==> src/rtl/fp_alu_pkg.sv <==
// Shared float ALU types and constants.
// Used by the sequential multiplier and its normaliser.
package fp_alu_pkg;

    localparam int FP_BIAS = 127;
    localparam logic [7:0] FP_EXP_MAX = 8'hFF;
    localparam int FP_MANT_W = 23;

    typedef struct packed {
        logic                 sign;
        logic [7:0]           exp;
        logic [FP_MANT_W-1:0] frac;
    } fp32_t;

    typedef enum logic [1:0] {
        IDLE,
        MUL,
        NORM,
        DONE
    } mul_state_e;

endpackage

==> src/rtl/fp_mul_normalize.sv <==
// Combinational NORM stage: exponent, special cases, rounding.
// ROUND_NEAREST_EN selects round-to-nearest-even instead of truncation.
module fp_mul_normalize
    import fp_alu_pkg::*;
(
    input  logic        sign,
    input  logic [7:0]  exp_a,
    input  logic [7:0]  exp_b,
    input  logic [47:0] prod,
    output fp32_t       result,
    output logic        exception
);

    logic                 norm;
    logic [22:0]          mant;
    logic [9:0]           exp_raw;
    logic signed [9:0]    exp_sum;
    logic signed [9:0]    exp_fin;
    logic [22:0]          mant_fin;

`ifdef ROUND_NEAREST_EN
    logic        guard;
    logic        sticky;
    logic        rnd_up;
    logic [23:0] mant_rnd;
`else
    logic unused_low;
    assign unused_low = ^prod[21:0];
`endif

    always_comb begin
        norm    = prod[47];
        mant    = norm ? prod[46:24] : prod[45:23];
        exp_raw = {2'b00, exp_a} + {2'b00, exp_b}
                + {9'd0, norm} - 10'(FP_BIAS);
        exp_sum = $signed(exp_raw);
`ifdef ROUND_NEAREST_EN
        guard    = norm ? prod[23] : prod[22];
        sticky   = norm ? |prod[22:0] : |prod[21:0];
        rnd_up   = guard & (sticky | mant[0]);
        mant_rnd = {1'b0, mant} + {23'd0, rnd_up};
        // carry-out means significand hit 2.0: frac wraps to 0
        mant_fin = mant_rnd[22:0];
        exp_fin  = exp_sum + $signed({9'd0, mant_rnd[23]});
`else
        mant_fin = mant;
        exp_fin  = exp_sum;
`endif
        exception = 1'b0;
        result    = '{sign: sign, exp: 8'h00, frac: '0};
        if (exp_a == FP_EXP_MAX || exp_b == FP_EXP_MAX) begin
            exception  = 1'b1;
            result.exp = FP_EXP_MAX;
        end else if (exp_a == 8'h00 || exp_b == 8'h00) begin
            exception = 1'b0;
        end else if (exp_fin >= 10'sd255) begin
            exception  = 1'b1;
            result.exp = FP_EXP_MAX;
        end else if (exp_fin <= 10'sd0) begin
            exception = 1'b0;
        end else begin
            result.exp  = exp_fin[7:0];
            result.frac = mant_fin;
        end
    end

endmodule

==> src/rtl/fp_seq_multiplier.sv <==
// Shift-and-add IEEE-754 single multiplier, BITS_PER_CYCLE bits/cycle.
// Optional ROUND_NEAREST_EN enables RNE rounding in fp_mul_normalize.
module fp_seq_multiplier
    import fp_alu_pkg::*;
#(
    parameter int BITS_PER_CYCLE = 1
) (
    input  logic        clk,
    input  logic        rst_n,
    input  logic        start,
    input  logic [31:0] a_operand,
    input  logic [31:0] b_operand,
    output logic        busy,
    output logic        done,
    output logic        Exception,
    output logic [31:0] result
);

    localparam int STEPS = 24 / BITS_PER_CYCLE;
    localparam logic [4:0] LAST = 5'(STEPS - 1);

    mul_state_e  state;
    logic        sign_q;
    logic [7:0]  exp_a_q;
    logic [7:0]  exp_b_q;
    logic [47:0] mcand;
    logic [23:0] mplier;
    logic [47:0] acc;
    logic [4:0]  cnt;
    logic [47:0] pp_sum;
    fp32_t       norm_res;
    logic        norm_exc;

    always_comb begin
        pp_sum = '0;
        for (int i = 0; i < BITS_PER_CYCLE; i++) begin
            if (mplier[i]) pp_sum = pp_sum + (mcand << i);
        end
    end

    fp_mul_normalize u_norm (
        .sign      (sign_q),
        .exp_a     (exp_a_q),
        .exp_b     (exp_b_q),
        .prod      (acc),
        .result    (norm_res),
        .exception (norm_exc)
    );

    always_ff @(posedge clk or negedge rst_n) begin
        if (!rst_n) begin
            state     <= IDLE;
            busy      <= 1'b0;
            done      <= 1'b0;
            Exception <= 1'b0;
            result    <= 32'h0;
            sign_q    <= 1'b0;
            exp_a_q   <= 8'h0;
            exp_b_q   <= 8'h0;
            mcand     <= '0;
            mplier    <= '0;
            acc       <= '0;
            cnt       <= '0;
        end else begin
            unique case (state)
                IDLE: begin
                    done <= 1'b0;
                    if (start) begin
                        sign_q  <= a_operand[31] ^ b_operand[31];
                        exp_a_q <= a_operand[30:23];
                        exp_b_q <= b_operand[30:23];
                        mcand   <= {24'd0, 1'b1, a_operand[22:0]};
                        mplier  <= {1'b1, b_operand[22:0]};
                        acc     <= '0;
                        cnt     <= '0;
                        busy    <= 1'b1;
                        state   <= MUL;
                    end
                end
                MUL: begin
                    acc    <= acc + pp_sum;
                    mcand  <= mcand << BITS_PER_CYCLE;
                    mplier <= mplier >> BITS_PER_CYCLE;
                    cnt    <= cnt + 5'd1;
                    if (cnt == LAST) state <= NORM;
                end
                NORM: begin
                    result    <= norm_res;
                    Exception <= norm_exc;
                    done      <= 1'b1;
                    busy      <= 1'b0;
                    state     <= DONE;
                end
                DONE: begin
                    done  <= 1'b0;
                    state <= IDLE;
                end
                default: state <= IDLE;
            endcase
        end
    end

endmodule
==> config.mk <==
export PLATFORM = sky130hd
export DESIGN_NAME = fp_seq_multiplier
export DESIGN_NICKNAME = d
export VERILOG_FILES = /design/src/rtl/fp_alu_pkg.sv /design/src/rtl/fp_mul_normalize.sv /design/src/rtl/fp_seq_multiplier.sv
export SDC_FILE = /design/constraint.sdc
export NUM_CORES = 1
export LEC_CHECK = 0
export BUFFER_PORTS_ARGS = -buffer_cell sky130_fd_sc_hd__buf_2
export CAP_MARGIN = 15
export CELL_PAD_IN_SITES_DETAIL_PLACEMENT = 0
export CELL_PAD_IN_SITES_GLOBAL_PLACEMENT = 2
export CORE_MARGIN = 2
export CORE_UTILIZATION = 41
export DETAILED_ROUTE_END_ITERATION = 6
export PLACE_DENSITY_LB_ADDON = 0.05
export SYNTH_ARGS = -nofsm -noshare
export SYNTH_HDL_FRONTEND = slang
export SYNTH_SLANG_ARGS = --single-unit
==> constraint.sdc <==
create_clock -name clk -period 5.5 [get_ports clk]
set_input_delay 0.825 -clock clk [delete_from_list [all_inputs] [get_ports clk]]
set_output_delay 0.825 -clock clk [all_outputs]
set_load 0.02 [all_outputs]
### Yosys cells after proc, flatten, opt, wreduce, memory -nomap -nowiden

Cells that the tools add are included.

| word-level totals | value |
|---|---|
| latch bits | 0 |
| output and inout port bits | 35 |
| logic and storage cells | 66 |
| memory bits (read-only) | 0 |
| flip-flop bits (word level) | 179 |
| memories | 0 |
| memory bits (writable) | 0 |

| cells by class | value |
|---|---|
| div/mod/pow operators | 0 |
| equal/unequal tests | 8 |
| $add $sub $neg | 5 |
| bitwise logic cells | 1 |
| multiplexer cells | 25 |
| reductions and logical operators | 13 |
| $lt $le $gt $ge | 2 |
| shifts and indexed selects | 0 |
| multipliers | 0 |

Operators by type and width:

| operator | number |
|---|---|
| 48-bit one-hot mux with 2 select lines | 2 |
| 48-bit 2-to-1 mux | 3 |
| 23-bit 2-to-1 mux | 3 |
| 31-bit 2-to-1 mux | 2 |
| 48-bit adder | 1 |
| 24-bit one-hot mux with 2 select lines | 1 |
| 24-bit 2-to-1 mux | 1 |
| 8-bit equality test (second input constant) | 2 |
| 8-bit zero test | 2 |
| 8-bit 2-to-1 mux | 2 |
| 10-bit by 1-bit adder with 10-bit output | 1 |
| 10-bit by 9-bit greater-or-equal comparator with 1-bit output (second input constant) | 1 |
| 10-bit by 1-bit less-or-equal comparator with 1-bit output (second input constant) | 1 |
| 5-bit one-hot mux with 2 select lines | 1 |
| 10-bit by 7-bit subtractor with 10-bit output (second input constant) | 1 |
| 8-bit by 8-bit adder with 9-bit output | 1 |
| 2-bit one-hot mux with 4 select lines | 1 |
| 2-bit AND reduction | 4 |
| 2-bit nonzero test | 3 |
| 5-bit by 1-bit adder with 5-bit output (second input constant) | 1 |
| 5-bit equality test (second input constant) | 1 |
| 5-bit 2-to-1 mux | 1 |
| 2-bit equality test (second input constant) | 2 |
| 1-bit 2-to-1 mux | 4 |
| other kinds (8) | 12 |

### Longest topological paths before layout

| depth | value |
|---|---|
| depth in word-level cells | 8 |
| gate-level depth with buffers | 16 |

### Cells and area by module

A second synthesis with hierarchy kept.

| second synthesis, totals | value |
|---|---|
| cells, all modules | 1,183 |
| area, all modules | 11,370.9 µm² |

Modules (own cells, without submodules):

| module | cells each | times used | area each (µm²) | seq. area each (µm²) |
|---|---|---|---|---|
| fp_seq_multiplier | 1,021 | 1 | 10,004.6 | 4,479.3 |
| fp_mul_normalize | 162 | 1 | 1,366.3 | 0.0 |

### Least setup slack after synthesis

OpenSTA, ideal clock, no wires.

| timing path | value |
|---|---|
| kind | reg-to-reg |
| start point | register mplier[0] |
| end point | register acc[44] |
| buffers on the path | 1 |
| arrival | 3.114 ns |
| setup time | 0.129 ns |
| path slack | 2.257 ns |
| period minus slack after synthesis | 3.243 ns |
| cell stages (with the launch flop) | 15 |
| cell sequence | dfrtp_1 -> clkbuf_1 -> and2_1 -> ha_1 -> fa_1 -> a21o_1 -> a21oi_1 -> o21bai_1 -> a31o_2 -> o21ai_1 -> o21ai_0 -> o41ai_2 -> o21ai_0 -> xnor2_1 -> o21ai_1 |

| between the ends | value |
|---|---|
| cells in the longest elaborated chain, start to end | 3 |

Ends and longest elaborated chain:

| element | line | source |
|---|---|---|
| from (decl) | fp_seq_multiplier.sv:27 | `logic [23:0] mplier;` |
| from (signal assigned) | fp_seq_multiplier.sv:73 | `mplier <= {1'b1, b_operand[22:0]};` |
| from (signal assigned) | fp_seq_multiplier.sv:83 | `mplier <= mplier >> BITS_PER_CYCLE;` |
| 48-bit 2-to-1 mux | fp_seq_multiplier.sv:37 | `if (mplier[i]) pp_sum = pp_sum + (mcand << i);` |
| 48-bit adder | fp_seq_multiplier.sv:81 | `acc <= acc + pp_sum;` |
| 48-bit one-hot mux with 2 select lines | fp_seq_multiplier.sv:65 | `unique case (state)` |
| to (signal assigned) | fp_seq_multiplier.sv:81 |  |
| to (decl) | fp_seq_multiplier.sv:28 | `logic [47:0] acc;` |

No other way between the ends.
A chain may end at the register's enable or synchronous reset.

### Worst setup path after layout

| timing path | value |
|---|---|
| start point | register exp_a_q[0] |
| end point | register result[6] |

| between the ends | value |
|---|---|
| cells in the longest elaborated chain, start to end | 8 |
| elaborated cells between the ends (all ways) | 13 |

Ends and longest elaborated chain:

| element | line | source |
|---|---|---|
| from (decl) | fp_seq_multiplier.sv:24 | `logic [7:0] exp_a_q;` |
| from (signal assigned) | fp_seq_multiplier.sv:70 | `exp_a_q <= a_operand[30:23];` |
| 8-bit by 8-bit adder with 9-bit output | fp_mul_normalize.sv:34 | `exp_raw = {2'b00, exp_a} + {2'b00, exp_b}` |
| 10-bit by 1-bit adder with 10-bit output | fp_mul_normalize.sv:35 | `+ {9'd0, norm} - 10'(FP_BIAS);` |
| 10-bit by 7-bit subtractor with 10-bit output | fp_mul_normalize.sv:35 |  |
| 10-bit by 1-bit less-or-equal comparator with 1-bit output | fp_mul_normalize.sv:59 | `end else if (exp_fin <= 10'sd0) begin` |
| 31-bit 2-to-1 mux | fp_mul_normalize.sv:59 |  |
| 23-bit 2-to-1 mux | fp_mul_normalize.sv:56 | `end else if (exp_fin >= 10'sd255) begin` |
| 31-bit 2-to-1 mux | fp_mul_normalize.sv:54 | `end else if (exp_a == 8'h00 \|\| exp_b == 8'h00) begin` |
| 23-bit 2-to-1 mux * | fp_mul_normalize.sv:51 | `if (exp_a == FP_EXP_MAX \|\| exp_b == FP_EXP_MAX) begin` |
| to (signal assigned) | fp_seq_multiplier.sv:88 | `result <= norm_res;` |
| to (decl) | fp_seq_multiplier.sv:16 | `output logic [31:0] result` |

Every way passes the cells marked *; elsewhere a longest branch is shown, timed or not.

==> summary.md <==
| Metric | Value |
|---|---|
| Top delay family on crit path | compound AO/OA/AOI/OAI gates |
| Actual transition at the worst max-transition pin | 1050 ps |
| Initial antenna violation count | 0 |
| Worst EP required | about 5800 ps |
| CP endpoint kind | register |
| Adder-Cell Fraction of Synth Area | 7.41% |
| VDD IR max | approximately 370 uV |
| Via count | between 8000 and 9000 |
| Cts bufs inserted | 17 |
| Final #Nets | between 1000 and 1500 |
| DR DRC count | 0 |
| Root Driver | clkbuf_16 |
| Main synth FF type | dfrtp_1 |
| Clock Latency Late Sink | between 400 and 500 ps |
| Critical path cell sequence | ha_1 > fa_1 > a21o_1 > a21oi_2 > o21bai_1 > a21oi_1 > xnor2_1 > nand3_1 > and2_1 > a21oi_2 > nand3_1 > o32ai_1 |
| Synth cell types | 76 |
| Final core occ | 47.3% |
| CTS Buffer Depth | 2 |
| CP bufs+invs | 0 |
| Rows | 59 |
| # hold bufs at CTS | 0 |
| Num Clock Sinks | 179 |
| 1st-iter DRT viols | 439 |
| Placed cell count | roughly 1600 |
| Worst EP arrival | 4160 ps |
| Final setup violation count | 0 |
| Complex-gate fraction of the synthesized area | between 20% and 30% |
| Pre-CTS WS | around 1700 ps |
| Vias/cell | about 5.4 |
| Yosys warns | 0 |
| XOR/XNOR share of the synthesized area | ~4.2% |
| Synth area leader | dfrtp_1 |
| Max-cap violations | 0 |
| Async S/R FF share, synth | 100% |
| DRT antenna net count | 0 |
| Leakage | 5.70 nW |
| Setup bufs post-CTS | 0 |
| Commonest cells post-synth | dfrtp_1, nand2_1, o21ai_0 |
| CP Launch Type | register |
| Area growth syn-to-layout | 12.6% |
| Die area | roughly 28000 um2 |
| Crit path time final | between 3000 and 4000 ps |
| Largest family of logic cells by synthesized area | compound AO/OA/AOI/OAI gates |
| Hpwl dp | about 19000 um |
| CTS resizes | 0 |
| Gpl congestion | approximately 0.78 |
| Buffers on Ports | slightly above 100 |
| Initial core utilization | ~42% |
| Slew Limit Fails | 0 |
| Top-count cell post-synth | dfrtp_1 |
| Largest net degree at the start of global routing | a little under 100 |
| Hold Path Class | in -> async |
| Placeable Area | approximately 26000 um2 |
| Max frequency | about 260 MHz |
| Sequential share of the synthesized area | 40.7% |
| Initial DRT Pass Iterations | 4 |
| Clock Skew | 12.1 ps |
| Setup_tns | 0 ps |
| Rel. slew slack | between 20% and 30% |
| Final WS setup | about 1700 ps |
| Routed WL | ~27000 um |
| Grt total ovfl | 0 |
| RSZ-0062 raised after global routing | no |
| Die height | between 150 and 200 um |
| Post-Syn Nets | approximately 1300 |
| Status | finished, final reports clean |
| Final worst-path cycle share | 69.8% |
| Reg clk slew, reported paths | 70 ps |
| Crit Path Class | reg -> reg |
| Pwr Density | ~600 nW/um2 |
| Global-route wire length before repair | 45000 um |
| Post-Synth Simple-Gate Area | between 10% and 20% |
| TritonCTS clock tree | yes |
| #FFs+latches synth | ~180 |
| H-tree depth | 4 |
| Cell Count, Final, Fillers Out | roughly 1600 |
| DIE WIDTH | 168 um |
| Number of synthesized flops with an enable pin | 0 |
| Inserted Diodes | 0 |
| FILL cells | 2581 |
| Overall global routing resource usage | a little under 20% |
| Gate count of the mapped netlist | 1165 |
| Vias in the first global route | ~8500 |
| Crit path max fanout | 25 |
| I/O pin total | between 100 and 150 |
| Cell area after synthesis | 11000 um2 |
| Syn_area_per_cell | around 9.4 um2 |
| Final Hold Fails | 0 |
| Post-synthesis mux area share | 7.29% |
| CP max stage delay | 790 ps |
| Share of layout cells above drive strength 1 | about 18% |
| Post-synth top area share | 40.7% |
| WL/cell | between 15 and 20 um |
| Area contributors post-synth | dfrtp_1, ha_1, o21ai_0, mux2_2, nand2_1 |
| Slowest library cell on the worst path | a21oi_2 |
logic make-up after synthesis:
| group | count (synthesis) |
|---|---|
| flops | 179 |
| xor+xnor | 53 |
| simple gates | 306 |
| buf+inv | 124 |
| fa+ha+maj | 64 |
| compound gates | 364 |
| mux | 75 |
final timing paths:
check	startpoint	to	slack, ps	cells past startpoint
max in group asynchronous	rst_n	acc[3]$_DFFE_PN0P_	3920	2
setup / recovery	exp_a_q[0]$_DFFE_PN0P_	result[6]$_DFFE_PN0P_	1660	12
setup reg to reg	exp_a_q[0]$_DFFE_PN0P_	result[6]$_DFFE_PN0P_	1660	12
min in group clk	sign_q$_DFFE_PN0P_	sign_q$_DFFE_PN0P_	480	2
hold reg to reg	sign_q$_DFFE_PN0P_	sign_q$_DFFE_PN0P_	480	2
hold / removal	rst_n	result[5]$_DFFE_PN0P_	450	1
placed cells by master, fill, tap and decap left out, drive strengths merged, types with 36 or more instances in the layout:
master	count
o21ai	100
inv	71
dfrtp	179
a21oi	67
ha	62
nand2	115
mux2	41
nand3	36
and2	53
buf	113
nor2	43
report_power, final:
part,internal (W),switching (W)
registers,0.00182,0.000401
clock network,0.000648,0.000604
logic,0.00154,0.00240
total,0.00400,0.00341
metrics by stage:
stage	power (W)	area, um2	hold slack, ps
floorplan	0.00523	11000	444
global placement	0.00621	11800	459
detailed placement	0.00621	11800	464
CTS	0.00749	12400	481
global route	0.00808	12400	503
finish	0.00741	12400	454
state kept, by name, summed over array words and instances, names as in the netlist:
name / count
acc: 48
mcand: 48
result: 32
mplier: 24
exp_a_q: 8
exp_b_q: 8
cnt: 5
state: 2
Exception: 1
busy: 1
done: 1
sign_q: 1
per-layer routing:
layer	wire length [um]	track usage (%)
met3	649	2.54
met1	14300	29.8
met4	214	4.08
met2	11400	29.3
met5	0	0
final cells by class:
class                           instances  area, um2  share of cell area, %
Tap cell                              335        419                   3.38
Sequential cell                       179       4480                   36.1
Timing Repair Buffer                  114        612                   4.94
Multi-Input combinational cell        862       6070                   49.0
Inverter                               61        229                   1.85
Clock inverter                         15        160                   1.29
Clock buffer                           17        425                   3.43
Power figures use the tool's default switching activity.
